--- src/rtl/phase_gen_pkg.sv ---
// Shared constants and types for the multi-cycle phase sequencer.
// Opcode values, phase bit positions, FSM states and instruction classes.
package phase_gen_pkg;

    localparam logic [5:0] OP_RTYPE   = 6'b000000;
    localparam logic [5:0] OP_ADDI    = 6'b001000;
    localparam logic [5:0] OP_LW      = 6'b100011;
    localparam logic [5:0] OP_SW      = 6'b101011;
    localparam logic [5:0] OP_BEQ     = 6'b000100;
    localparam logic [5:0] OP_J       = 6'b000010;
    localparam logic [5:0] OP_JAL     = 6'b000011;
    localparam logic [5:0] FN_SYSCALL = 6'b001100;

    localparam int PH_IF  = 0;
    localparam int PH_ID  = 1;
    localparam int PH_EX  = 2;
    localparam int PH_MEM = 3;
    localparam int PH_WB  = 4;

    typedef enum logic [2:0] {
        S_IDLE,
        S_IF,
        S_ID,
        S_EX,
        S_MEM,
        S_WB,
        S_HALT
    } state_t;

    typedef enum logic [3:0] {
        C_R,
        C_ADDI,
        C_LW,
        C_SW,
        C_BEQ,
        C_J,
        C_JAL,
        C_SYS,
        C_ILL
    } iclass_t;

    function automatic logic [4:0] ph_onehot(state_t s);
        logic [4:0] v;
        v = '0;
        case (s)
            S_IF:    v[PH_IF]  = 1'b1;
            S_ID:    v[PH_ID]  = 1'b1;
            S_EX:    v[PH_EX]  = 1'b1;
            S_MEM:   v[PH_MEM] = 1'b1;
            S_WB:    v[PH_WB]  = 1'b1;
            default: v = '0;
        endcase
        return v;
    endfunction

endpackage

--- src/rtl/phase_class_dec.sv ---
// Combinational opcode/funct classifier.
// Anything not explicitly recognised is reported as illegal.
module phase_class_dec
    import phase_gen_pkg::*;
(
    input  logic [5:0] op,
    input  logic [5:0] funct,
    output iclass_t    cls
);

    always_comb begin
        cls = C_ILL;
        unique case (1'b1)
            (op == OP_RTYPE && funct == FN_SYSCALL): cls = C_SYS;
            (op == OP_RTYPE && funct != FN_SYSCALL): cls = C_R;
            (op == OP_ADDI):                         cls = C_ADDI;
            (op == OP_LW):                           cls = C_LW;
            (op == OP_SW):                           cls = C_SW;
            (op == OP_BEQ):                          cls = C_BEQ;
            (op == OP_J):                            cls = C_J;
            (op == OP_JAL):                          cls = C_JAL;
            default:                                 cls = C_ILL;
        endcase
    end

endmodule

--- src/rtl/phase_gen.sv ---
// Multi-cycle phase sequencer: one-hot phase vector, memory-wait stalls,
// halt/illegal detection and a retired-instruction counter.
module phase_gen
    import phase_gen_pkg::*;
#(
    parameter int CNT_W = 32
)
(
    input  logic             clk,
    input  logic             reset,
    input  logic             run,
    input  logic             pause,
    input  logic [5:0]       op,
    input  logic [5:0]       funct,
    input  logic             mem_ready,
    output logic [4:0]       p,
    output logic             instr_done,
    output logic             halted,
    output logic             illegal,
    output logic [CNT_W-1:0] instr_count
);

    state_t  state, state_d, bnd;
    iclass_t dec_cls, cls_q, cls_d;
    logic    done_d, halt_d, ill_d;

    phase_class_dec u_dec (
        .op    (op),
        .funct (funct),
        .cls   (dec_cls)
    );

    // Where to go once an instruction retires.
    assign bnd = (pause || !run) ? S_IDLE : S_IF;

    always_ff @(posedge clk or negedge reset) begin
        if (!reset) begin
            state <= S_IDLE;
            cls_q <= C_ILL;
        end else begin
            state <= state_d;
            cls_q <= cls_d;
        end
    end

    always_comb begin
        state_d = state;
        cls_d   = cls_q;
        done_d  = 1'b0;
        halt_d  = 1'b0;
        ill_d   = 1'b0;
        case (state)
            S_IDLE: if (run && !pause) state_d = S_IF;
            S_IF:   if (mem_ready) state_d = S_ID;
            S_ID: begin
                cls_d = dec_cls;
                unique case (dec_cls)
                    C_J: begin
                        state_d = bnd;
                        done_d  = 1'b1;
                    end
                    C_JAL: state_d = S_WB;
                    C_SYS: begin
                        state_d = S_HALT;
                        halt_d  = 1'b1;
                    end
                    C_ILL: begin
                        state_d = S_HALT;
                        halt_d  = 1'b1;
                        ill_d   = 1'b1;
                    end
                    default: state_d = S_EX;
                endcase
            end
            S_EX: begin
                unique case (cls_q)
                    C_LW, C_SW: state_d = S_MEM;
                    C_BEQ: begin
                        state_d = bnd;
                        done_d  = 1'b1;
                    end
                    default: state_d = S_WB;
                endcase
            end
            S_MEM: begin
                if (mem_ready) begin
                    if (cls_q == C_SW) begin
                        state_d = bnd;
                        done_d  = 1'b1;
                    end else begin
                        state_d = S_WB;
                    end
                end
            end
            S_WB: begin
                state_d = bnd;
                done_d  = 1'b1;
            end
            S_HALT:  state_d = S_HALT;
            default: state_d = S_IDLE;
        endcase
    end

    // Outputs are registered from the next-state decision.
    always_ff @(posedge clk or negedge reset) begin
        if (!reset) begin
            p           <= '0;
            instr_done  <= 1'b0;
            halted      <= 1'b0;
            illegal     <= 1'b0;
            instr_count <= '0;
        end else begin
            p          <= ph_onehot(state_d);
            instr_done <= done_d;
            if (halt_d) halted  <= 1'b1;
            if (ill_d)  illegal <= 1'b1;
            if (done_d) instr_count <= instr_count + CNT_W'(1);
        end
    end

endmodule

--- config.mk ---
export PLATFORM = sky130hd
export DESIGN_NAME = phase_gen
export DESIGN_NICKNAME = d
export VERILOG_FILES = /design/src/rtl/phase_gen_pkg.sv /design/src/rtl/phase_class_dec.sv /design/src/rtl/phase_gen.sv
export SDC_FILE = /design/constraint.sdc
export NUM_CORES = 1
export LEC_CHECK = 0
export CORE_AREA = 2 2 72 74
export DETAILED_ROUTE_END_ITERATION = 6
export DIE_AREA = 0 0 74 76
export DONT_BUFFER_PORTS = 1
export PLACE_DENSITY = 0.68
export SYNTH_ARGS = -nofsm -noshare
export SYNTH_HDL_FRONTEND = slang
export SYNTH_SLANG_ARGS = --single-unit
--- constraint.sdc ---
create_clock -name clk -period 2.33 [get_ports clk]
set_input_delay 0.3495 -clock clk [delete_from_list [all_inputs] [get_ports clk]]
set_output_delay 0.3495 -clock clk [all_outputs]
set_load 0.02 [all_outputs]
# Word-level counts from Yosys, hierarchy flattened
# Cells that the tools add are included.
# classes
addsub,1
eq_ne,26
mux,23
reduce_logical,10
# ops
operator,n
"32-bit by 1-bit adder with 32-bit output, second input constant",1
4-bit one-hot mux with 8 select lines,1
3-bit one-hot mux with 7 select lines,1
"4-bit by 3-bit == test with 1-bit output, second input constant",4
"3-bit == test, second input constant",5
1-bit 2-to-1 mux,14
"3-bit by 2-bit == test with 1-bit output, second input constant",4
"6-bit by 2-bit == test with 1-bit output, second input constant",2
"6-bit by 4-bit == test with 1-bit output, second input constant",2
"6-bit == test, second input constant",2
3-bit 2-to-1 mux,4
3-bit one-hot mux with 3 select lines,1
"4-bit by 2-bit == test with 1-bit output, second input constant",2
"3-bit by 1-bit == test with 1-bit output, second input constant",2
"6-bit by 3-bit == test with 1-bit output, second input constant",1
6-bit zero test,1
"6-bit by 4-bit != test with 1-bit output, second input constant",1
3-bit one-hot mux with 2 select lines,1
"4-bit == test, second input constant",1
1-bit one-hot mux with 4 select lines,1
2-bit OR reduction,2
1-bit logical AND,3
3-bit zero test,1
1-bit zero test,2
1-bit logical OR,1
# word_totals
regBits,47
in_bits,17
out_inout_bits,40
wordCells,67

# Depth between registers and ports, before layout
# Gate-level depths: netlist (run 1).
# depth
word_depth,9
ltp_mapped,8

# Modules after synthesis
# From an unflattened synthesis (run 1), not the netlist that was laid out.
# unflattened
hier_cells,242
area_unflattened_um2,2424.8
# by_module_without_submodules
module,n_inst,cells_per_inst,area_each_um2
phase_gen,1,216,2268.4
phase_class_dec,1,26,156.4

# Least setup slack after synthesis (run 1)
# Ideal clock, no wire load.
# synth_path
path_kind,reg-to-reg
from,register instr_count[3]
to,register instr_count[31]
setup_time_ns,0.079
t_arrival_ns,1.825
required_time_ns,2.251
setup_slack_ns,0.425
path_stages_with_launch,6
cell_sequence,dfrtp_1 -> nand4_2 -> or2_1 -> or3_4 -> a2111oi_4 -> xor2_1
# synth_between
elab_chain_len,1
# synth_lines
item,line,rtl
from (decl),phase_gen.sv:20,output logic [CNT_W-1:0] instr_count
from (signal assigned),phase_gen.sv:117,if (done_d) instr_count <= instr_count + CNT_W'(1);
32-bit by 1-bit adder with 32-bit output,phase_gen.sv:117,
# No other way between the ends.
# A chain may end at the register's enable or synchronous reset.

# Worst setup path in the final report (run 1)
# layout_path
from,register cls_q[0]
to,register instr_count[25]
# layout_between
elab_chain_len,4
word_cells_on_any_way,6
cone_classes,eq/ne: 2; mux: 4
# layout_lines
item,line,rtl
from (decl),phase_gen.sv:24,"iclass_t dec_cls, cls_q, cls_d;"
from (signal assigned),phase_gen.sv:42,cls_q <= cls_d;
4-bit by 2-bit == test with 1-bit output,phase_gen.sv:87,if (cls_q == C_SW) begin
1-bit 2-to-1 mux,phase_gen.sv:87,
1-bit 2-to-1 mux,phase_gen.sv:86,if (mem_ready) begin
1-bit one-hot mux with 4 select lines (*),phase_gen.sv:52,case (state)
# Mark *: on every way between the ends. The rest lies on a longest branch, timed or not.

==> results of run 1 <==
-- registers in the layout, indices dropped and copies added (netlist names) --
| register | cells |
|---|---|
| cls_q | 4 |
| instr_done | 1 |
| state | 3 |
| halted | 1 |
| illegal | 1 |
| p | 5 |
| instr_count | 32 |
-- what timing repair did --
item / 4_1_cts / 5_1_grt
hold buffers: 2 / 0
setup endpoints to repair: 0 / 0
hold endpoints to repair: 47 / 0
-- worst max path at each step --
stage / from / to / slack (ns) / cells after the start
floorplan: instr_count[3]$_DFFE_PN0P_ / instr_count[31]$_DFFE_PN0P_ / 0.43 / 5
global placement: instr_count[0]$_DFFE_PN0P_ / instr_count[31]$_DFFE_PN0P_ / 0.33 / 5
detailed placement: cls_q[0]$_DFFE_PN0P_ / instr_count[25]$_DFFE_PN0P_ / 0.29 / 6
CTS: cls_q[0]$_DFFE_PN0P_ / instr_count[25]$_DFFE_PN0P_ / 0.23 / 6
global route: cls_q[0]$_DFFE_PN0P_ / instr_count[19]$_DFFE_PN0P_ / 0.04 / 7
finish: cls_q[0]$_DFFE_PN0P_ / instr_count[25]$_DFFE_PN0P_ / 0.23 / 6
-- cell usage in the layout (no fill, tap or decap), drive strengths merged, types with 2 or more instances in the layout --
master and count:
a2111oi 5, a211oi 11, a21o 2, a21oi 17
a31oi 3, and3 4, buf 18, clkbuf 6
dfrtp 46, inv 5, nand2 18, nand2b 4
nand3 15, nand3b 3, nand4 15, nor2 14
nor2b 5, nor3 5, nor3b 4, nor4 3
o21ai 8, or2 4, or4 2, xnor2 3
xor2 28
-- cell type report --
type	instances	area share, %
multi-input combinational	187	45.3
sequential	47	41.1
timing repair buffer	19	5.77
tap	70	3.06
clock buffer	6	2.88
clock inverter	2	1.22
inverter	5	0.656
-- power groups by stage --
stage | logic (mW) | clock network (mW) | registers [mW]
final | 0.556 | 0.620 | 1.17
after CTS | 0.561 | 0.630 | 1.17
after floorplan | 0.412 | 0 | 1.15
after detailed placement | 0.532 | 0 | 1.18
after global routing | 0.630 | 0.669 | 1.19
after global placement | 0.527 | 0 | 1.18
-- metal layers --
layer  share of wire (%)  track usage [%]  wire length, um
met2                  51             33.8             2810
met1                  43             30.1             2390
met3                 5.0             5.16              275
met5                   0                0                0
met4                 1.0             6.18               57
-- critical path: stages (launching register included) --
cell and delay, ns:
dfrtp_1 0.44, nor4b_2 0.40, nor2b_1 0.35, nor3b_4 0.11
buf_4 0.21, a2111oi_2 0.34, xor2_1 0.18
-- kinds of logic after synthesis --
logic type,synth area share (%)
AND/OR/NAND/NOR,23.2
AO/OA/AOI/OAI,15.5
XOR/XNOR,10.7
adder cells (fa/ha/maj),0.492
multiplexers,0.836
buffers and inverters,3.00
flip-flops,46.3
-- through the flow --
stage / setup slack [ns] / util (%) / power, mW / hold WS, ns
after detailed placement: 0.292 / 55.1 / 1.71 / 0.0553
after CTS: 0.226 / 58.3 / 2.36 / 0.202
after floorplan: 0.425 / - / 1.56 / 0.0539
after global placement: 0.328 / 55.1 / 1.71 / 0.0553
after global routing: 0.0441 / 58.3 / 2.49 / 0.201
final: 0.229 / 58.3 / 2.34 / 0.210
==> results_dict.tcl, run 1 <==
set metrics [dict create \
    htree_num_levels 2 \
    wl_um 5530 \
    grt_pass1_vias 1946 \
    hp-class "in2reg" \
    crit_type "reg2reg" \
    first_pass_iters 4 \
    switchingPower_uw 793 \
    synth_area_leader_cell "dfrtp_1" \
    via_per_inst 5.93 \
    seqCellArea_um2 1180 \
    synthTopCellsByArea "dfrtp_1 45%, xor2_1 9.6%, a21oi_1 3.3%, a211oi_1 3.2%, nand4_1 3.2%" \
    fin_cells 336 \
    cp_data_arrival_time_ns 2.33 \
    tns_ns 0 \
    clkPwrFrac_pct 26.5 \
    root_buffer "clkbuf_8" \
    synth_common_cells "46 x dfrtp_1, 28 x xor2_1, 18 x nand2_1" \
    yosysMostFrequentCell "dfrtp_1" \
    syn_inst 252 \
    maxSlewViolCount 0 \
    cts_tree "yes" \
    cts_resized 0 \
    drc 0 \
    placement.io_buffers 0 \
    area_delta_synth_final_pct 12.5 \
    grt.total_usage_pct 21.7 \
    cellPowerDensity_nw_per_um2 818 \
    clk_pin_slew_worst_paths_ns 0.09 \
    coreArea_um2 4910 \
    seqPwrFrac_pct 49.8 \
    hold_depth 2 \
    cap_violations 0 \
    outcome "completed" \
    tightest_slew_ns 0.453 \
    route.vias.total 1991 \
    path_max_fanout 13 \
    min_to "cls_q[1]$_DFFE_PN0P_" \
    synth_seq_cells 47 \
    place_congestion 0.816 \
    period_share_pct 90.2 \
    io_pins 57 \
    drive_above_1_share_pct 16.9 \
    start_util_pct 51.8 \
    seq_area_frac_synth_pct 46.3 \
    p_int_mw 1.55 \
    hpwl_um 3990 \
    chipWidth_um 74 \
    drtIter0Drc 132 \
    postSynth.asyncResetShare_pct 100 \
    syn-cell-area_um2 2540 \
    die_area_um2 5620 \
    multi_input_area_um2 1300 \
    clk_latency_ns 0.30 \
    worstRegToRegCells 6 \
    grt.overflow.total 0 \
    grt_pass1_wl_um 9570 \
    reg2reg_slack_ns 0.23 \
    critPathRequiredTime_ns 2.56 \
    fmax_mhz 476 \
    cts.sinks 47 \
    fin_skew_ns 0.0104 \
    min_from "op[0]" \
    rsz0062_at_grt "false" \
    pwr-share-comb_pct 23.7 \
    finalHoldViolCount 0 \
    crit_path_start_kind "flop" \
    p_sw_share_pct 33.9 \
    synth_nets 270 \
    r2r_start "cls_q[0]$_DFFE_PN0P_" \
    antenna_found_initial 0 \
    r2r-end "instr_count[25]$_DFFE_PN0P_" \
    num_antenna_cells 0 \
    die-height_um 76 \
    clockBufferDepth 2 \
    fin_crit_ns 2.10 \
    grt_start_max_net_pins 48 \
    dpl-instance-area_um2 2710 \
    p_leak_nw 1.32 \
    ys.flop_type "dfrtp_1" \
    setup_viol_count_final 0 \
    avgSynthCellArea_um2 10.1 \
    synth_cell_types 52 \
    cts_setup_buffers 0 \
    endpoint_kind "flop" \
    antenna_left 0 \
    row_count 26 \
    synth_edf_count 0 \
    routedWlPerCell_um 16.5 \
    yosysTopAreaCellShare_pct 45.3 \
    peakVddDrop_mv 0.508 \
    cts_made_buffers 5 \
    yosys_warnings 0 \
    dp.cells 326 \
    fin_area_um2 2860 \
    n_fill_cell 454 \
    nets 283 \
    slew_headroom_pct 69.5 \
]
Power figures use the tool's default switching activity.
==> run 2, diff against run 1 <==
--- a/config.mk
+++ b/config.mk
@@ -10,6 +10,7 @@
 export DIE_AREA = 0 0 74 76
 export DONT_BUFFER_PORTS = 1
 export PLACE_DENSITY = 0.68
+export SETUP_SLACK_MARGIN = 0.15
 export SYNTH_ARGS = -nofsm -noshare
 export SYNTH_HDL_FRONTEND = slang
 export SYNTH_SLANG_ARGS = --single-unit
==> results_dict.tcl, run 2 (synthesis gave the netlist of run 1 again) <==
set metrics [dict create \
    clk_latency_ns 0.30 \
    cts_setup_buffers 0 \
    slew_headroom_pct 69.5 \
    via_per_inst 5.91 \
    route.vias.total 1987 \
    io_pins 57 \
    placement.io_buffers 0 \
    layout.cells.most_common_list "46 x dfrtp_1, 28 x xor2_1, 18 x nand2_1, 17 x a21oi_1, 17 x buf_4" \
    top_regs "instr_count x32, p x5, cls_q x4" \
    grt.overflow.total 0 \
    grt_pass1_wl_um 9570 \
    cap_violations 0 \
    cts.sinks 47 \
    drtIter0Drc 134 \
    crit_type "reg2reg" \
    cp_cell_sequence "nand3_1, or2_1, or3_4, a2111oi_4, xor2_1" \
    hpwl_um 3990 \
    area_delta_synth_final_pct 13.0 \
    cellPowerDensity_nw_per_um2 820 \
    slowest_stage "dfrtp_1" \
    htree_num_levels 2 \
    start_util_pct 51.8 \
    path_buf_inv 0 \
    hp-class "in2reg" \
    drive_above_1_share_pct 17.3 \
    antenna_left 0 \
    coreArea_um2 4910 \
    cp_data_arrival_time_ns 2.24 \
    grt_pass1_vias 1946 \
    holdWs_ns 0.210 \
    final_util_pct 58.5 \
    crit_family "simple AND/OR/NAND/NOR gates" \
    regMostFlops "instr_count" \
    maxSlewViolCount 0 \
    p_total_mw 2.36 \
    cts_tree "yes" \
    dp.cells 326 \
    crit_path_start_kind "flop" \
    die-height_um 76 \
    rsz0062_at_grt "false" \
    path_max_fanout 4 \
    first_pass_iters 4 \
    finalHoldViolCount 0 \
    fin_crit_ns 2.01 \
    grt_start_max_net_pins 48 \
    n_fill_cell 454 \
    outcome "completed" \
    critPathRequiredTime_ns 2.56 \
    die_area_um2 5620 \
    grt.total_usage_pct 21.7 \
    seqCellArea_um2 1180 \
    period_share_pct 86.5 \
    chipWidth_um 74 \
    num_antenna_cells 0 \
    nets 283 \
    drc 0 \
    fmax_mhz 496 \
    cpPeakStageDelay_ns 0.52 \
    place_congestion 0.816 \
    wl_um 5550 \
    clk_pin_slew_worst_paths_ns 0.09 \
    antenna_found_initial 0 \
    row_count 26 \
    p_leak_nw 1.32 \
    layout_commonest_cell "dfrtp_1" \
    fin_skew_ns 0.0103 \
    multi_input_area_um2 1310 \
    routedWlPerCell_um 16.5 \
    largest_reg_flops 32 \
    fin_cells 336 \
    root_buffer "clkbuf_8" \
    tightest_slew_ns 0.453 \
    cts_made_buffers 5 \
    tns_ns 0 \
    clockBufferDepth 2 \
    endpoint_kind "flop" \
    peakVddDrop_mv 0.507 \
    setup_viol_count_final 0 \
]
## run 2: changes by cell type in the layout (fill, tap and decap cells not counted)
cell	delta
nor2b_1	-1
nor2b_2	+1
nor4b_2	-1
nor4b_4	+1
## run 2: report_power, final
part	internal [mW]	switching [mW]	total [mW]
logic	0.256	0.306	0.562
clock network	0.347	0.272	0.619
registers	0.950	0.227	1.18
## run 2: cell type report
cell class / count / share of cell area (%)
Clock buffer: 6 / 2.87
Clock inverter: 2 / 1.22
Inverter: 5 / 0.653
Multi-Input combinational cell: 187 / 45.5
Sequential cell: 47 / 41.0
Tap cell: 70 / 3.05
Timing Repair Buffer: 19 / 5.75
## run 2: what timing repair did
item                                    4_1_cts  5_1_grt
endpoints found under the hold margin        47        0
resized for setup                             0        2
hold buffers                                  2        0
endpoints found under the setup margin        0       17
## run 2: layer usage
metal  wire length, um  vias to the layer above  GRT usage (%)
li1                  -                      950              -
met1              2380                      973           30.1
met2              2800                       59           33.8
met3               307                        5           5.16
met4                57                        0           6.18
met5                 0                        -              0
## run 2: through the flow
step | worst slack [ns] | instance area, um2
finish | 0.315 | 2870
detailed placement | 0.292 | 2710
global route | 0.173 | 2870
CTS | 0.226 | 2860
global placement | 0.328 | 2710
floorplan | 0.425 | 2540
## run 2: path summary, 6_finish.rpt
path	from	endpoint	slack (ns)	cells after the start
setup / recovery	instr_count[0]$_DFFE_PN0P_	instr_count[31]$_DFFE_PN0P_	0.32	5
setup reg to reg	instr_count[0]$_DFFE_PN0P_	instr_count[31]$_DFFE_PN0P_	0.32	5
max in group asynchronous	reset	cls_q[3]$_DFFE_PN1P_	1.52	2
hold / removal	op[0]	cls_q[1]$_DFFE_PN0P_	0.21	2
min in group asynchronous	reset	cls_q[2]$_DFFE_PN0P_	0.55	2
hold reg to reg	cls_q[3]$_DFFE_PN1P_	cls_q[3]$_DFFE_PN1P_	0.52	2
